<file path="src/rtl/store_trace_pkg.sv">
// Shared types and constants for the store trace monitor.
// MISR helper is used only when STORE_TRACE_MISR_EN is defined.
package store_trace_pkg;

  typedef enum logic [1:0] {IDLE, ARMED, DONE} state_t;

  typedef struct packed {
    logic [31:0] addr;
    logic [31:0] data;
  } entry_t;

  localparam logic [31:0] MISR_POLY = 32'h04C1_1DB7;
  localparam logic [31:0] MISR_SEED = 32'hFFFF_FFFF;

  function automatic logic [31:0] misr_next(input logic [31:0] sig, input entry_t e);
    return ({sig[30:0], 1'b0} ^ (sig[31] ? MISR_POLY : 32'h0)) ^ e.addr ^ e.data;
  endfunction

endpackage

</file>
<file path="src/rtl/store_trace_fifo.sv">
// First-word-fall-through FIFO with extra-MSB pointers for full/empty.
// Push into a full FIFO and pop from an empty one are ignored here.
module store_trace_fifo #(
  parameter int W     = 64,
  parameter int DEPTH = 16
) (
  input  logic                         clk,
  input  logic                         reset,
  input  logic                         push,
  input  logic                         pop,
  input  logic [W-1:0]                 wdata,
  output logic [W-1:0]                 rdata,
  output logic                         full,
  output logic                         empty,
  output logic [$clog2(DEPTH+1)-1:0]   level
);
  localparam int AW = $clog2(DEPTH);

  logic [W-1:0] mem [DEPTH];
  logic [AW:0]  wr_ptr, rd_ptr;
  logic         do_push, do_pop;

  assign full    = (wr_ptr[AW] != rd_ptr[AW]) && (wr_ptr[AW-1:0] == rd_ptr[AW-1:0]);
  assign empty   = (wr_ptr == rd_ptr);
  assign do_push = push && !full;
  assign do_pop  = pop && !empty;
  assign level   = wr_ptr - rd_ptr;
  assign rdata   = empty ? '0 : mem[rd_ptr[AW-1:0]];

  always_ff @(posedge clk or negedge reset) begin
    if (!reset) begin
      wr_ptr <= '0;
      rd_ptr <= '0;
    end else begin
      if (do_push) wr_ptr <= wr_ptr + 1'b1;
      if (do_pop)  rd_ptr <= rd_ptr + 1'b1;
    end
  end

  // Storage needs no reset: the pointers alone define what is valid.
  always_ff @(posedge clk) begin
    if (do_push) mem[wr_ptr[AW-1:0]] <= wdata;
  end

endmodule

</file>
<file path="src/rtl/store_trace_monitor.sv">
// Windowed capture of execute-stage stores into a FWFT buffer, with drop
// accounting and an optional MISR signature (define STORE_TRACE_MISR_EN).
module store_trace_monitor
  import store_trace_pkg::*;
#(
  parameter int ADDR_W = 32,
  parameter int DATA_W = 32,
  parameter int DEPTH  = 16,
  parameter int CNT_W  = 16
) (
  input  logic                         clk,
  input  logic                         reset,
  input  logic                         start,
  input  logic [CNT_W-1:0]             run_cycles,
  input  logic                         MemWriteX,
  input  logic [ADDR_W-1:0]            ALUResultX,
  input  logic [DATA_W-1:0]            RD2X,
  output logic                         rd_valid,
  input  logic                         rd_ready,
  output logic [ADDR_W-1:0]            rd_addr,
  output logic [DATA_W-1:0]            rd_data,
  output logic [$clog2(DEPTH+1)-1:0]   level,
  output logic                         busy,
  output logic                         done,
  output logic                         overflow,
  output logic [CNT_W-1:0]             drop_count,
  output logic [31:0]                  signature
);
  state_t           state, state_nxt;
  logic [CNT_W-1:0] remaining;
  logic             arm, observe, full, empty;

  assign arm     = start && (state != ARMED);
  assign observe = (state == ARMED) && MemWriteX;
  assign busy    = (state == ARMED);
  assign done    = (state == DONE);
  assign rd_valid = !empty;

  store_trace_fifo #(.W(ADDR_W + DATA_W), .DEPTH(DEPTH)) u_fifo (
    .clk   (clk),
    .reset (reset),
    .push  (observe),
    .pop   (rd_valid && rd_ready),
    .wdata ({ALUResultX, RD2X}),
    .rdata ({rd_addr, rd_data}),
    .full  (full),
    .empty (empty),
    .level (level)
  );

  always_ff @(posedge clk or negedge reset) begin
    if (!reset) state <= IDLE;
    else        state <= state_nxt;
  end

  always_comb begin
    state_nxt = state;
    case (state)
      IDLE, DONE: if (start) state_nxt = (run_cycles == '0) ? DONE : ARMED;
      ARMED:      if (remaining == CNT_W'(1)) state_nxt = DONE;
      default:    state_nxt = IDLE;
    endcase
  end

  always_ff @(posedge clk or negedge reset) begin
    if (!reset) begin
      remaining  <= '0;
      overflow   <= 1'b0;
      drop_count <= '0;
    end else begin
      if (arm)                 remaining <= run_cycles;
      else if (state == ARMED) remaining <= remaining - 1'b1;
      // Full is judged before any same-cycle pop, so a popping full FIFO still drops.
      if (arm) begin
        overflow   <= 1'b0;
        drop_count <= '0;
      end else if (observe && full) begin
        overflow <= 1'b1;
        if (drop_count != '1) drop_count <= drop_count + 1'b1;
      end
    end
  end

`ifdef STORE_TRACE_MISR_EN
  entry_t      obs_e;
  logic [31:0] sig_q;

  assign obs_e     = '{addr: 32'(ALUResultX), data: 32'(RD2X)};
  assign signature = sig_q;

  // Dropped stores still fold in, so the signature covers everything observed.
  always_ff @(posedge clk or negedge reset) begin
    if (!reset)       sig_q <= MISR_SEED;
    else if (arm)     sig_q <= MISR_SEED;
    else if (observe) sig_q <= misr_next(sig_q, obs_e);
  end
`else
  assign signature = 32'h0;
`endif

endmodule

</file>
<file path="config.mk">
export PLATFORM = sky130hd
export DESIGN_NAME = store_trace_monitor
export DESIGN_NICKNAME = d
export VERILOG_FILES = /design/src/rtl/store_trace_pkg.sv /design/src/rtl/store_trace_fifo.sv /design/src/rtl/store_trace_monitor.sv
export SDC_FILE = /design/constraint.sdc
export NUM_CORES = 1
export LEC_CHECK = 0
export CORE_UTILIZATION = 54
export CTS_CLUSTER_SIZE = 16
export DETAILED_ROUTE_END_ITERATION = 8
export GPL_TIMING_DRIVEN = 0
export PLACE_DENSITY = 0.76
export SLEW_MARGIN = 20
export SYNTH_ARGS = -nofsm -noshare
export SYNTH_HDL_FRONTEND = slang
export SYNTH_SLANG_ARGS = --single-unit
export TNS_END_PERCENT = 100
</file>
<file path="constraint.sdc">
create_clock -name clk -period 7.2 [get_ports clk]
set_input_delay 2.16 -clock clk [delete_from_list [all_inputs] [get_ports clk]]
set_output_delay 2.16 -clock clk [all_outputs]
set_load 0.005 [all_outputs]
</file>
==> impl_metrics.env <==
export IMPL_outcome="finished clean"
export IMPL_slowest_delay_ns=0.56
export IMPL_maxSlewHeadroom=0.274
export IMPL_min_path_type="flip-flop to flip-flop"
export IMPL_fmax_mhz=142
export IMPL_p_total_mw=19.7
export IMPL_r2r_slack_ns=2.23
export IMPL_rsz0062_at_grt="false"
export IMPL_hpwl_um=63400
export IMPL_worstHoldPathCells=1
export IMPL_cts_root_buf="clkbuf_16"
export IMPL_ir_worst_vdd_mv=0.244
export IMPL_antenna_found_initial=9
export IMPL_cp_max_fo=19
export IMPL_holdWs_ns=0.505
export IMPL_synth_area_top_cells="edfxtp_1 74%, mux4_2 14%, mux2i_1 3.1%, dfrtp_1 2.7%, o22ai_1 0.99%"
export IMPL_clock_latency_ns=0.69
export IMPL_die_w_um=279
export IMPL_viasPerCell=6.33
export IMPL_place_port_buffers=172
export IMPL_yosysTopAreaCell="edfxtp_1"
export IMPL_clkSlewWorstSetupHoldPaths_ns=0.06
export IMPL_fin_worst_skew_ns=0.0239
export IMPL_fin_crit_sh=0.980
export IMPL_worstSetupEndpointType="primary output"
export IMPL_cts_tree="done"
export IMPL_critPathKind="flip-flop to primary output"
export IMPL_place_congestion=0.810
export IMPL_synth_common_cells="1024 x edfxtp_1, 256 x mux4_2, 130 x mux2i_1"
export IMPL_fin_util=0.655
export IMPL_drt_iter0_markers=2757
export IMPL_yosys_warnings=0
export IMPL_ctsHoldBuffers=0
export IMPL_cts_setup_buffers=0
export IMPL_postSynth_asyncResetShare=0.0421
export IMPL_p_leak_nw=16.4
export IMPL_wl_per_cell_um=30.0
export IMPL_clk_path_buf_depth=3
export IMPL_yosysMostFrequentCell="edfxtp_1"
export IMPL_io_pins=206
export IMPL_fin_nets=2375
export IMPL_r2r_end="u_fifo.mem[3][44]$_DFFE_PP_"
export IMPL_syn_cell_area_um2=41500
export IMPL_crit_top_cell="clkbuf_1"
export IMPL_synthCells=1895
export IMPL_reg2reg_depth=12
export IMPL_crit_required_ns=5.04
export IMPL_path_depth=10
export IMPL_syn_area_per_cell_um2=21.9
export IMPL_wirelength_um=102000
export IMPL_grt_pass1_wl_um=148000
export IMPL_fill_cells=4698
export IMPL_ys_flop_type="edfxtp_1"
export IMPL_ant_nets=0
export IMPL_cts_buffers=106
export IMPL_h_tree_depth=3
export IMPL_grt_pass1_vias=22100
export IMPL_synth_top_area_share=0.741
export IMPL_num_rows=101
export IMPL_setup_viol=0
export IMPL_gr_total_overflow=0
export IMPL_cp_cell_sequence="clkbuf_1, clkbuf_4, inv_1, ha_1, and4_1, nand2_1, nand2_2, clkbuf_1, o22ai_1, clkdlybuf4s50_1"
export IMPL_hp_start="overflow$_DFFE_PN0P_"
export IMPL_period_needed_ns=7.06
export IMPL_path_buf_inv=5
export IMPL_grt_usage=0.264
export IMPL_start_util=0.546
export IMPL_dieArea_um2=78000
export IMPL_ys_ff_latch=1069
export IMPL_maxCapViolations=0
export IMPL_drc_errors=0
export IMPL_worst_slew_pin_slew_ns=1.09
export IMPL_hold_path_end="overflow$_DFFE_PN0P_"
export IMPL_area_growth_pct=19.9
export IMPL_vias=21500
export IMPL_yosysSeqAreaShare=0.768
export IMPL_yosysUniqueCellTypes=56
export IMPL_synth_edff_count=1024
export IMPL_cp_slowest_cell="clkbuf_1"
export IMPL_grt_max_degree=29
export IMPL_core_area_um2=75900
export IMPL_maxSlewViolCount=0
export IMPL_drive_above_1_share=0.241
export IMPL_crit_arrival_ns=4.90
export IMPL_crit_family="buffers and inverters"
export IMPL_start_kind="flip-flop"
export IMPL_dr_pass1_iters=5
export IMPL_r2r_start="u_fifo.rd_ptr[1]$_DFFE_PN0P_"
export IMPL_finalHoldViolCount=0
export IMPL_numClockSinks=1069
export IMPL_die_y_um=279
export IMPL_power_density_nw_per_um2=396
## worst max-delay path by stage
stage,start,slack (ns),end
final,u_fifo.rd_ptr[1]$_DFFE_PN0P_,0.14,rd_data[2]
after global routing,u_fifo.rd_ptr[1]$_DFFE_PN0P_,0.07,rd_data[2]
after floorplan,MemWriteX,0.96,u_fifo.mem[15][0]$_DFFE_PP_
after detailed placement,u_fifo.rd_ptr[1]$_DFFE_PN0P_,-0.22,rd_addr[9]
after global placement,MemWriteX,-2.96,u_fifo.mem[15][35]$_DFFE_PP_
after CTS,u_fifo.rd_ptr[1]$_DFFE_PN0P_,0.01,rd_data[11]
## layer usage
metal	track usage	vias to the layer above	wire (um)
met4	0.0903	8	3080
met1	0.344	11200	37300
met5	0	-	50
met2	0.455	1367	53100
met3	0.0419	212	8500
li1	-	8691	-
## state kept, by name, indices dropped and copies added (netlist names)
signal	count
u_fifo.rd_ptr	5
u_fifo.wr_ptr	5
overflow	1
drop_count	16
remaining	16
u_fifo.mem	1024
state	2
## repair_timing
action	CTS	global route
cloned	0	0
endpoints found under the setup margin	64	10
gates resized for setup	13	1
## kinds of logic (layout without fill, tap and decap cells)
kind of cell | after synthesis | in the layout | synth area share
compound gates | 119 | 119 | 0.0190
xor+xnor | 21 | 21 | 0.00443
fa+ha+maj | 13 | 13 | 0.00410
buf+inv | 143 | 578 | 0.0166
flops | 1069 | 1069 | 0.768
mux | 386 | 386 | 0.170
other cells | 1 | 38 | 0.0000904
simple gates | 143 | 143 | 0.0173
## power by group
part / switching, mW / internal (mW)
registers: 0.196 / 7.47
logic: 3.53 / 3.13
clock network: 2.33 / 3.05
total: 6.05 / 13.6
## placed cells by master (no fill, tap or decap), types with 7 or more instances in the layout
master	n
clkdlybuf4s50_1	171
buf_12	15
buf_16	35
bufinv_16	9
inv_1	15
nor2_4	12
edfxtp_1	1024
a21oi_1	13
clkinv_1	32
o22ai_1	66
nand3_1	10
buf_2	28
mux2i_1	130
xnor2_1	16
nor4_1	8
nor2_1	25
buf_1	16
nand4_1	10
and3_1	7
mux4_2	256
clkbuf_2	10
clkbuf_16	107
clkbuf_1	57
ha_1	12
nand2_1	34
dfrtp_1	45
o211ai_1	7
buf_4	32
buf_8	21
clkinv_2	17
o21ai_0	8
conb_1	32
nor3_1	9
## final cells by class
class	instances	area, um2	share of cell area
Multi-Input combinational cell	714	9190	0.185
Buffer	125	639	0.0129
Tap cell	1030	1290	0.0259
Clock inverter	67	624	0.0125
Sequential cell	1069	31900	0.641
Timing Repair Buffer	245	3320	0.0667
Clock buffer	125	2750	0.0552
Antenna cell	6	15.0	0.000302
Inverter	16	60.1	0.00121
## worst reg2reg max path, stage by stage, from the launching register on
cell	delay, ns
dfrtp_1	0.43
clkbuf_1	0.51
clkbuf_4	0.52
inv_1	0.13
ha_1	0.33
and4_1	0.24
a21boi_1	0.54
nand2_1	0.44
nor3_4	0.75
buf_8	0.25
buf_8	0.20
buf_16	0.17
buf_8	0.17
## stage by stage
step           instance area (um2)  setup WS [ns]  setup TNS (ns)  instances
2_1_floorplan                41600          0.965               0       1926
3_3_place_gp                 44600          -2.96        -2733.07       3128
3_5_place_dp                 46400         -0.216           -4.93       3201
4_1_cts                      49700         0.0130               0       3392
5_1_grt                      49700         0.0651               0       3395
6_report                     49800          0.144               0       3397
No activity file was read; power rests on OpenSTA's default activity.
